## config.mk

```make
export PLATFORM = sky130hd
export DESIGN_NAME = mc_control
export DESIGN_NICKNAME = d
export VERILOG_FILES = /design/src/rtl/mc_defs_pkg.sv /design/src/rtl/mc_alu_dec.sv /design/src/rtl/mc_control.sv
export SDC_FILE = /design/constraint.sdc
export NUM_CORES = 1
export LEC_CHECK = 0
export ABC_AREA = 0
export BUFFER_PORTS_ARGS = -buffer_cell sky130_fd_sc_hd__buf_2
export CAP_MARGIN = 5
export CORE_MARGIN = 2
export CORE_UTILIZATION = 30
export CTS_CLUSTER_DIAMETER = 150
export DETAILED_ROUTE_END_ITERATION = 10
export PLACE_DENSITY = 0.53
export SYNTH_ARGS = -nofsm -noshare
export SYNTH_HDL_FRONTEND = slang
export SYNTH_HIERARCHICAL = 1
export SYNTH_SLANG_ARGS = --single-unit
```

## constraint.sdc

```tcl
create_clock -name clk -period 4.6 [get_ports clk]
set_input_delay 0.23 -clock clk [delete_from_list [all_inputs] [get_ports clk]]
set_output_delay 0.23 -clock clk [all_outputs]
set_load 0.005 [all_outputs]
```

## src/rtl/mc_defs_pkg.sv

```systemverilog
// Shared definitions for the multi-cycle controller: state encodings, ALU codes,
// opcode/funct values and datapath mux select values.
package mc_defs;

    typedef enum logic [3:0] {
        StFetch   = 4'd0,
        StDecode  = 4'd1,
        StMemAddr = 4'd2,
        StMemRd   = 4'd3,
        StMemWb   = 4'd4,
        StMemWr   = 4'd5,
        StExecR   = 4'd6,
        StRWb     = 4'd7,
        StExecI   = 4'd8,
        StIWb     = 4'd9,
        StBranch  = 4'd10,
        StJump    = 4'd11,
        StHalt    = 4'd12
    } state_e;

    localparam logic [2:0] ALU_ADD = 3'b000;
    localparam logic [2:0] ALU_SUB = 3'b001;
    localparam logic [2:0] ALU_OR  = 3'b010;
    localparam logic [2:0] ALU_SLL = 3'b011;

    localparam logic [5:0] OP_RTYPE = 6'b000000;
    localparam logic [5:0] OP_J     = 6'b000010;
    localparam logic [5:0] OP_BEQ   = 6'b000100;
    localparam logic [5:0] OP_BNE   = 6'b000101;
    localparam logic [5:0] OP_ADDIU = 6'b001001;
    localparam logic [5:0] OP_ORI   = 6'b001101;
    localparam logic [5:0] OP_LW    = 6'b100011;
    localparam logic [5:0] OP_SW    = 6'b101011;

    localparam logic [5:0] FN_SLL  = 6'b000000;
    localparam logic [5:0] FN_ADDU = 6'b100001;
    localparam logic [5:0] FN_SUBU = 6'b100011;
    localparam logic [5:0] FN_OR   = 6'b100101;

    localparam logic [1:0] SRCA_PC    = 2'b00;
    localparam logic [1:0] SRCA_REG   = 2'b01;
    localparam logic [1:0] SRCA_SHAMT = 2'b10;

    localparam logic [1:0] SRCB_REG     = 2'b00;
    localparam logic [1:0] SRCB_FOUR    = 2'b01;
    localparam logic [1:0] SRCB_IMM     = 2'b10;
    localparam logic [1:0] SRCB_IMM_SH2 = 2'b11;

    localparam logic [1:0] PCSRC_ALU    = 2'b00;
    localparam logic [1:0] PCSRC_ALUOUT = 2'b01;
    localparam logic [1:0] PCSRC_JUMP   = 2'b10;

endpackage

```

## src/rtl/mc_alu_dec.sv

```systemverilog
// ALU operation decode: R-type code from funct, I-type code from op.
module mc_alu_dec
    import mc_defs::*;
(
    input  logic [5:0] op,
    input  logic [5:0] funct,
    output logic [2:0] r_aluc,
    output logic [2:0] i_aluc
);

    always_comb begin
        r_aluc = ALU_ADD;
        case (funct)
            FN_SUBU: r_aluc = ALU_SUB;
            FN_OR:   r_aluc = ALU_OR;
            FN_SLL:  r_aluc = ALU_SLL;
            default: r_aluc = ALU_ADD;
        endcase
    end

    assign i_aluc = (op == OP_ORI) ? ALU_OR : ALU_ADD;

endmodule

```

## src/rtl/mc_control.sv

```systemverilog
// Multi-cycle MIPS-subset control FSM: sequences fetch/decode/execute/memory/writeback,
// drives datapath selects and enables, and counts retired instructions.
module mc_control
    import mc_defs::*;
#(
    parameter int unsigned CNT_W = 32
) (
    input  logic             clk,
    input  logic             rst,
    input  logic [5:0]       op,
    input  logic [5:0]       funct,
    input  logic             zero,
    output logic [2:0]       aluc,
    output logic [1:0]       alu_src_a,
    output logic [1:0]       alu_src_b,
    output logic             ext_op,
    output logic [1:0]       pc_source,
    output logic             pc_en,
    output logic             iord,
    output logic             mem_read,
    output logic             mem_write,
    output logic             ir_write,
    output logic             reg_dst,
    output logic             mem_to_reg,
    output logic             reg_write,
    output logic             halted,
    output logic [CNT_W-1:0] retired,
    output logic [3:0]       state_dbg
);

    state_e           state_q, state_d;
    logic [CNT_W-1:0] retired_q;
    logic             retire;
    logic [2:0]       r_aluc, i_aluc;
    logic             r_funct_ok;

    mc_alu_dec u_alu_dec (
        .op     (op),
        .funct  (funct),
        .r_aluc (r_aluc),
        .i_aluc (i_aluc)
    );

    assign r_funct_ok = (funct == FN_ADDU) || (funct == FN_SUBU) ||
                        (funct == FN_OR)   || (funct == FN_SLL);

    always_ff @(posedge clk or posedge rst) begin
        if (rst) begin
            state_q   <= StFetch;
            retired_q <= '0;
        end else begin
            state_q <= state_d;
            if (retire) begin
                retired_q <= retired_q + CNT_W'(1);
            end
        end
    end

    always_comb begin
        state_d    = state_q;
        retire     = 1'b0;
        aluc       = ALU_ADD;
        alu_src_a  = SRCA_PC;
        alu_src_b  = SRCB_REG;
        ext_op     = 1'b0;
        pc_source  = PCSRC_ALU;
        pc_en      = 1'b0;
        iord       = 1'b0;
        mem_read   = 1'b0;
        mem_write  = 1'b0;
        ir_write   = 1'b0;
        reg_dst    = 1'b0;
        mem_to_reg = 1'b0;
        reg_write  = 1'b0;
        halted     = 1'b0;

        case (state_q)
            StFetch: begin
                mem_read  = 1'b1;
                ir_write  = 1'b1;
                alu_src_b = SRCB_FOUR;
                pc_en     = 1'b1;
                state_d   = StDecode;
            end
            StDecode: begin
                // Branch target is computed speculatively and parked in ALUOut.
                alu_src_b = SRCB_IMM_SH2;
                ext_op    = 1'b1;
                case (op)
                    OP_LW, OP_SW:     state_d = StMemAddr;
                    OP_RTYPE:         state_d = r_funct_ok ? StExecR : StHalt;
                    OP_ADDIU, OP_ORI: state_d = StExecI;
                    OP_BEQ, OP_BNE:   state_d = StBranch;
                    OP_J:             state_d = StJump;
                    default:          state_d = StHalt;
                endcase
            end
            StMemAddr: begin
                alu_src_a = SRCA_REG;
                alu_src_b = SRCB_IMM;
                ext_op    = 1'b1;
                state_d   = (op == OP_SW) ? StMemWr : StMemRd;
            end
            StMemRd: begin
                mem_read = 1'b1;
                iord     = 1'b1;
                state_d  = StMemWb;
            end
            StMemWb: begin
                reg_write  = 1'b1;
                mem_to_reg = 1'b1;
                retire     = 1'b1;
                state_d    = StFetch;
            end
            StMemWr: begin
                mem_write = 1'b1;
                iord      = 1'b1;
                retire    = 1'b1;
                state_d   = StFetch;
            end
            StExecR: begin
                aluc      = r_aluc;
                alu_src_a = (funct == FN_SLL) ? SRCA_SHAMT : SRCA_REG;
                state_d   = StRWb;
            end
            StRWb: begin
                reg_write = 1'b1;
                reg_dst   = 1'b1;
                retire    = 1'b1;
                state_d   = StFetch;
            end
            StExecI: begin
                aluc      = i_aluc;
                alu_src_a = SRCA_REG;
                alu_src_b = SRCB_IMM;
                ext_op    = (op != OP_ORI);
                state_d   = StIWb;
            end
            StIWb: begin
                reg_write = 1'b1;
                retire    = 1'b1;
                state_d   = StFetch;
            end
            StBranch: begin
                aluc      = ALU_SUB;
                alu_src_a = SRCA_REG;
                pc_source = PCSRC_ALUOUT;
                pc_en     = (op == OP_BNE) ? ~zero : zero;
                retire    = 1'b1;
                state_d   = StFetch;
            end
            StJump: begin
                pc_source = PCSRC_JUMP;
                pc_en     = 1'b1;
                retire    = 1'b1;
                state_d   = StFetch;
            end
            StHalt: begin
                halted  = 1'b1;
                state_d = StHalt;
            end
            default: begin
                state_d = StHalt;
            end
        endcase

        // Reset holds state at FETCH, whose outputs are active; mask everything here.
        if (rst) begin
            aluc       = ALU_ADD;
            alu_src_a  = SRCA_PC;
            alu_src_b  = SRCB_REG;
            ext_op     = 1'b0;
            pc_source  = PCSRC_ALU;
            pc_en      = 1'b0;
            iord       = 1'b0;
            mem_read   = 1'b0;
            mem_write  = 1'b0;
            ir_write   = 1'b0;
            reg_dst    = 1'b0;
            mem_to_reg = 1'b0;
            reg_write  = 1'b0;
            halted     = 1'b0;
        end
    end

    assign retired   = retired_q;
    assign state_dbg = state_q;

endmodule

```

==> qor.csv, run 1 <==
stage;metric;value;unit
power_and_ir_drop;Power Dens Cells;382;mW/mm^2
power_and_ir_drop;Peak VDD IR;0.229;mV
cells_and_area;commonest cells after routing, fill and taps aside;buf_2, dfrtp_1, xnor2_1, nand2_1, nand3_1;
cells_and_area;sequential cell area;901;um^2
critical_path;Setup CP Type;reg -> out;
die;num rows;31;
synth;Post-Syn Instances;238;
routing;Vias;2005;
flow_run;maxcap violations;0;
timing;Rel. slew slack;0.566;
timing;worst-margin pin slew;651;ps
routing;Avg WL per Cell;13.3;um
global_routing;largest net degree at the start of global routing;37;
global_routing;GR Util All Layers;0.136;
global_routing;first-pass GRT wire length;9030;um
cells_and_area;Layout area overhead;22.8;%
critical_path;r2r worst-path depth;5;
routing;Iter 0 DRT Violations;170;
synth;Seq cells post-synth;36;
synth;Seq/Total Area, Yosys;0.404;
die;DIE AREA;0.00815;mm^2
timing;crit path time final;2240;ps
timing;Tcrit/Tclk final;0.487;
power_and_ir_drop;Int Pwr;0.000641;W
critical_path;critical path capture point type;output port;
synth;mapped cell area;0.00223;mm^2
critical_path;worst reg2reg path startpoint;state_dbg[3];
cells_and_area;n_diodes;0;
clocking;H-tree depth reported by CTS;2;
timing;final hold vios;0;
synth;Yosys cell types;46;
timing;clock skew;4.78;ps
timing;total negative slack;0;ps
cells_and_area;commonest non-fill, non-tap cell in the layout;buf_2;
routing;# DRC;0;
routing;routed vias/inst;4.96;
synth;top cell type's share of synthesized area;0.404;
power_and_ir_drop;combinational fraction of design power;0.335;
clocking;Clock Latency Late Sink;290;ps
clocking;Clock Path Buffers;2;
routing;final antenna-violating net count;0;
cells_and_area;Cell Count, Final, Fillers Out;404;
critical_path;CP arrival;2010;ps
die;Core Region;0.00721;mm^2
timing;Max Slew Vio Count;0;
synth;post-synth top area cell;dfrtp_1;
synth;synth top area cells;dfrtp_1, xnor2_1, nand3_1;
cells_and_area;share of cells above drive strength 1;0.282;
critical_path;CP startpoint kind;register;
placed_design;Post-DP Area;0.00265;mm^2
cells_and_area;fin area;0.00274;mm^2
die;die width;90.3;um
global_routing;gr ovfl total;0;
clocking;CTS Sinks;36;
clocking;post-CTS setup buffer count;0;
synth;YS warnings;6;
clocking;Num CTS Buffers;5;
critical_path;RR Endpoint;retired[18];
critical_path;Critical Path RT;4370;ps
hold_path;Hold Path Class;in -> async;
critical_path;crit-path max FO;21;
timing;RSZ-0062 raised after global routing;false;
clocking;clk root buf;clkbuf_8;
global_routing;vias in the first global route;1814;
power_and_ir_drop;Leakage Power;1.36;nW
routing;DRT Pass-1 Iters;4;
clocking;CTS tree;built;
die;Initial Util;0.309;
cells_and_area;nets;320;
placed_design;post-DP HPWL;3980;um
cells_and_area;multi-input logic area;0.00126;mm^2
timing;endpoints failing setup;0;
timing;Max Freq;446;MHz
critical_path;R2R setup slack;2430;ps
clocking;CTS resizes;0;
die;die height;90.3;um
clocking;Worst-path clk slew;70;ps
die;io pins;70;
cells_and_area;post-layout util;0.380;
power_and_ir_drop;share of total power in the clock network;0.223;
clocking;# hold bufs at CTS;0;
placed_design;Port Buffers;68;
synth;Avg Cell Area, Syn;9.38;um^2
power_and_ir_drop;sequential power share;0.441;
run_status;status;completed;
power_and_ir_drop;NetSw;0.000406;W
power_and_ir_drop;Sw Ratio;0.388;
timing;hold slack;203;ps
routing;final WL;5370;um
cells_and_area;# fillers;757;
global_routing;antenna violations before repair;0;
placed_design;Placed Instances;396;
placed_design;final estimated routing congestion in global placement;0.804;
## power by group through the flow
stage               Combinational [W]  Sequential, W  Clock (W)
global placement             0.000352       0.000466          0
finish                       0.000351       0.000462   0.000234
floorplan                    0.000275       0.000412          0
CTS                          0.000354       0.000462   0.000242
global route                 0.000395       0.000476   0.000259
detailed placement           0.000351       0.000468          0
## worst max path at each step
| stage | start | end | slack (ps) | depth (start not counted) |
|---|---|---|---|---|
| 2_1_floorplan | state_dbg[2] | retired[13] | 2870 | 6 |
| 3_3_place_gp | state_dbg[3] | retired[19] | 2460 | 5 |
| 3_5_place_dp | state_dbg[3] | retired[31] | 2420 | 5 |
| 4_1_cts | state_dbg[1] | ext_op | 2340 | 5 |
| 5_1_grt | state_dbg[1] | ext_op | 2140 | 5 |
| 6_report | state_dbg[1] | ext_op | 2360 | 5 |
## sequential cells by signal (all words and copies together), names as in the netlist
signal and cells:
retired 32, state_dbg 4
## cell usage after synthesis (all sizes together)
library cell	n
and4	4
xnor2	28
mux2	1
a31oi	1
o41ai	2
nor3	14
ha	1
nor2b	2
or4	1
clkbuf	7
nor2	18
o311a	1
a211o	1
and2	3
nand3	18
a21oi	4
or3	4
o211ai	1
o21bai	1
o22a	1
nand4	8
o32ai	1
or2	1
a311oi	1
a32oi	2
nand4b	2
conb	1
xor2	7
a211oi	1
buf	5
dfrtp	36
o21ai	3
nand2b	7
nand3b	1
nor4	9
and3	7
inv	6
a22oi	1
a2111oi	4
nand2	21
and3b	1
## area by class of cell
type | instances | share of cell area
Clock buffer | 8 | 0.0329
Sequential cell | 36 | 0.329
Tap cell | 99 | 0.0452
Multi-Input combinational cell | 186 | 0.458
Timing Repair Buffer | 69 | 0.127
Inverter | 6 | 0.00822
## through the flow
stage	total power [W]	worst slack, ps
floorplan	0.000687	2870
global placement	0.000817	2460
detailed placement	0.000820	2420
CTS	0.00106	2340
global route	0.00113	2140
finish	0.00105	2360
## layer usage
layer,vias up,track usage,part of all wire
met3,8,0.0301,0.046
met4,0,0.0538,0.016
met5,-,0,0
met1,967,0.193,0.50
li1,983,-,-
met2,47,0.200,0.44
## worst max-delay path: stages (launching register included)
cell	delay (ps)
dfrtp_1	760
nand2_1	270
nand2_1	190
nand2_1	80
a311oi_1	270
buf_2	160
## cell families (layout without fill, tap and decap cells)
family,count (synthesis),after routing,synth area share
other,1,3,0.00168
XOR/XNOR,35,35,0.137
flip-flops,36,36,0.404
buffers and inverters,18,83,0.0370
multiplexers,1,1,0.00504
AND/OR/NAND/NOR,121,121,0.317
adder cells (fa/ha/maj),1,1,0.00560
AO/OA/AOI/OAI,25,25,0.0931
(Power assumes the default switching activity.)
==> run 2, diff against run 1 <==
--- a/config.mk
+++ b/config.mk
@@ -5,14 +5,14 @@
 export SDC_FILE = /design/constraint.sdc
 export NUM_CORES = 1
 export LEC_CHECK = 0
-export ABC_AREA = 0
+export ABC_AREA = 1
 export BUFFER_PORTS_ARGS = -buffer_cell sky130_fd_sc_hd__buf_2
 export CAP_MARGIN = 5
 export CORE_MARGIN = 2
 export CORE_UTILIZATION = 30
 export CTS_CLUSTER_DIAMETER = 150
 export DETAILED_ROUTE_END_ITERATION = 10
-export PLACE_DENSITY = 0.53
+export PLACE_DENSITY = 0.52
 export SYNTH_ARGS = -nofsm -noshare
 export SYNTH_HDL_FRONTEND = slang
 export SYNTH_HIERARCHICAL = 1
==> constraint.sdc (replaced) <==
create_clock -name clk -period 2.4 [get_ports clk]
set_input_delay 0.12 -clock clk [delete_from_list [all_inputs] [get_ports clk]]
set_output_delay 0.12 -clock clk [all_outputs]
set_load 0.005 [all_outputs]
==> run 2 against run 1 <==
Effect of this change: sequential cell count is the same; sequential share of layout area shrank 3.7 points; first-iteration DRC count shrank 47%; register-to-register slack lost 1700 ps; area after synthesis grew 13%; sequential power grew 67%; critical path type unchanged.
==> qor.csv, run 2 <==
stage;metric;value;unit;change
run_status;status;completed;;unchanged
critical_path;critical path capture point type;output port;;unchanged
routing;routed vias/inst;4.54;;was 4.96
timing;final hold vios;0;;unchanged
synth;Avg Cell Area, Syn;6.74;um^2;was 9.38 um^2
clocking;Clock Latency Late Sink;290;ps;about the same
placed_design;post-DP HPWL;5060;um;was 3980 um
global_routing;first-pass GRT wire length;10800;um;was 9030 um
flow_run;maxcap violations;0;;unchanged
routing;Avg WL per Cell;11.6;um;was 13.3 um
global_routing;antenna violations before repair;0;;unchanged
cells_and_area;share of cells above drive strength 1;0.209;;was 0.282
synth;Seq/Total Area, Yosys;0.358;;was 0.404
die;io pins;70;;unchanged
placed_design;Port Buffers;68;;unchanged
routing;DRT Pass-1 Iters;7;;was 4
clocking;post-CTS setup buffer count;0;;unchanged
timing;endpoints failing setup;0;;unchanged
synth;YS warnings;6;;unchanged
synth;top post-synthesis cells by count;nand2_1, nor2_1, inv_1;;was dfrtp_1, xnor2_1, nand2_1
global_routing;gr ovfl total;0;;unchanged
timing;Rel. slew slack;0.547;;was 0.566
power_and_ir_drop;share of total power in the clock network;0.286;;was 0.223
timing;worst-margin pin slew;674;ps;was 651 ps
cells_and_area;number of flip-flops under the largest register name;32;;unchanged
die;num rows;33;;was 31
critical_path;Critical Path RT;2280;ps;was 4370 ps
power_and_ir_drop;Pwr Total;0.00208;W;was 0.00105 W
clocking;Num CTS Buffers;5;;unchanged
timing;crit path time final;1870;ps;
cells_and_area;# fillers;909;;was 757
clocking;CTS Sinks;36;;unchanged
power_and_ir_drop;Int Pwr;0.00130;W;was 0.000641 W
clocking;# hold bufs at CTS;0;;unchanged
power_and_ir_drop;Peak VDD IR;0.295;mV;was 0.229 mV
timing;clock skew;6.45;ps;was 4.78 ps
routing;Iter 0 DRT Violations;90;;was 170
routing;final WL;6380;um;was 5370 um
power_and_ir_drop;Sw Ratio;0.374;;was 0.388
synth;ys async rst share;1.00;;unchanged
timing;Tcrit/Tclk final;0.780;;
routing;# DRC;0;;unchanged
die;die width;95.6;um;was 90.3 um
synth;Post-synth EDFFs;0;;unchanged
synth;post-synth top area cell;dfrtp_1;;unchanged
power_and_ir_drop;sequential power share;0.371;;was 0.441
critical_path;CP arrival;1750;ps;was 2010 ps
synth;top cell type's share of synthesized area;0.358;;was 0.404
clocking;clk root buf;clkbuf_8;;unchanged
clocking;CTS tree;built;;unchanged
timing;total negative slack;0;ps;unchanged
global_routing;GR Util All Layers;0.148;;was 0.136
timing;Max Slew Vio Count;0;;unchanged
cells_and_area;n_diodes;0;;unchanged
synth;Seq cells post-synth;36;;unchanged
timing;Max Freq;534;MHz;
cells_and_area;Cell Count, Final, Fillers Out;551;;was 404
clocking;H-tree depth reported by CTS;2;;unchanged
clocking;Clock Path Buffers;2;;unchanged
clocking;Worst-path clk slew;80;ps;was 70 ps
global_routing;largest net degree at the start of global routing;37;;unchanged
die;DIE AREA;0.00913;mm^2;was 0.00815 mm^2
clocking;CTS resizes;0;;unchanged
die;die height;95.6;um;was 90.3 um
power_and_ir_drop;Power Dens Cells;672;mW/mm^2;was 382 mW/mm^2
die;Initial Util;0.308;;was 0.309
die;Core Region;0.00818;mm^2;was 0.00721 mm^2
hold_path;Hold Path Class;in -> async;;unchanged
synth;most common cell in the synthesized netlist;nand2_1;;was dfrtp_1
global_routing;vias in the first global route;2413;;was 1814
cells_and_area;nets;461;;was 320
routing;Vias;2503;;was 2005
timing;RSZ-0062 raised after global routing;false;;unchanged
cells_and_area;commonest cells after routing, fill and taps aside;nand2_1, buf_2, nor2_1, inv_1, dfrtp_1;;was buf_2, dfrtp_1, xnor2_1, nand2_1, nand3_1
placed_design;Placed Instances;543;;was 396
routing;final antenna-violating net count;0;;unchanged
cells_and_area;Layout area overhead;22.9;%;was 22.8%
synth;Post-Syn Instances;373;;was 238
power_and_ir_drop;NetSw;0.000777;W;was 0.000406 W
critical_path;CP startpoint kind;register;;unchanged
synth;Yosys cell types;32;;was 46
synth;mapped cell area;0.00251;mm^2;was 0.00223 mm^2
cells_and_area;post-layout util;0.378;;was 0.380
critical_path;crit-path max FO;6;;was 21
synth;Synth Flop Type;dfrtp_1;;unchanged
synth;synth top area cells;dfrtp_1, nand2_1, nor2_1;;was dfrtp_1, xnor2_1, nand3_1
power_and_ir_drop;Leakage Power;1.68;nW;was 1.36 nW
cells_and_area;commonest non-fill, non-tap cell in the layout;nand2_1;;was buf_2
power_and_ir_drop;combinational fraction of design power;0.343;;was 0.335
critical_path;Setup CP Type;reg -> out;;unchanged
placed_design;final estimated routing congestion in global placement;0.891;;was 0.804
-- run 2: cell count changes after synthesis, moves of 16 or more --
cell	change
nand2_1	+92
xnor2_1	-22
inv_1	+42
nand3_1	+16
nor2_1	+39
-- run 2: cell type report --
type	count	area (um^2)	area share
clock buffers	7	96.3	0.0312
clock inverters	1	30.0	0.00972
inverters	50	188	0.0607
multi-input cells	283	1400	0.452
flip-flops and latches	36	901	0.291
well taps	105	131	0.0425
repair buffers	69	348	0.113
-- run 2: per-stage QoR --
| step | cell area [um^2] | hold slack [ps] | setup WS [ps] |
|---|---|---|---|
| 2_1_floorplan | 2520 | 325 | 871 |
| 3_3_place_gp | 2960 | 455 | 770 |
| 3_5_place_dp | 2960 | 458 | 762 |
| 4_1_cts | 3090 | 140 | 528 |
| 5_1_grt | 3090 | 180 | 297 |
| 6_report | 3090 | 123 | 527 |
-- run 2: power by group through the flow --
| stage | clock [W] | sequential [W] | combinational [W] |
|---|---|---|---|
| detailed placement | 0 | 0.000784 | 0.000720 |
| floorplan | 0 | 0.000778 | 0.000479 |
| finish | 0.000594 | 0.000771 | 0.000712 |
| global placement | 0 | 0.000784 | 0.000717 |
| global route | 0.000631 | 0.000789 | 0.000804 |
| CTS | 0.000616 | 0.000773 | 0.000721 |
-- run 2: kinds of logic (layout without fill, tap and decap cells) --
group,after synthesis,count (layout),synth area share
AND/OR/NAND/NOR,241,241,0.440
other,1,3,0.00149
flip-flops,36,36,0.358
AO/OA/AOI/OAI,22,22,0.0498
XOR/XNOR,16,16,0.0557
adder cells (fa/ha/maj),1,1,0.00497
buffers and inverters,56,127,0.0895
-- run 2: final timing paths --
kind	cells past startpoint	slack [ps]	from	end
max in group asynchronous	3	1950	rst	retired[27]
worst max-delay path	6	530	state_dbg[1]	ext_op
worst min-delay path	3	120	rst	retired[29]
worst min register to register	1	510	retired[12]	retired[12]
worst max register to register	9	760	state_dbg[2]	retired[28]
min in group clk	4	220	op[3]	state_dbg[1]
-- run 2: critical path, cell delays in order (launching register included) --
cell	delay (ps)
dfrtp_1	420
inv_1	70
nor2_1	280
o21ai_0	200
a21oi_1	180
a21boi_0	180
buf_2	130
-- run 2: metal layers --
metal,vias up,part of all wire,global-route usage
met1,1136,0.48,0.192
met4,0,0.014,0.0452
met3,8,0.035,0.0285
met5,-,0,0
met2,49,0.47,0.248
li1,1310,-,-
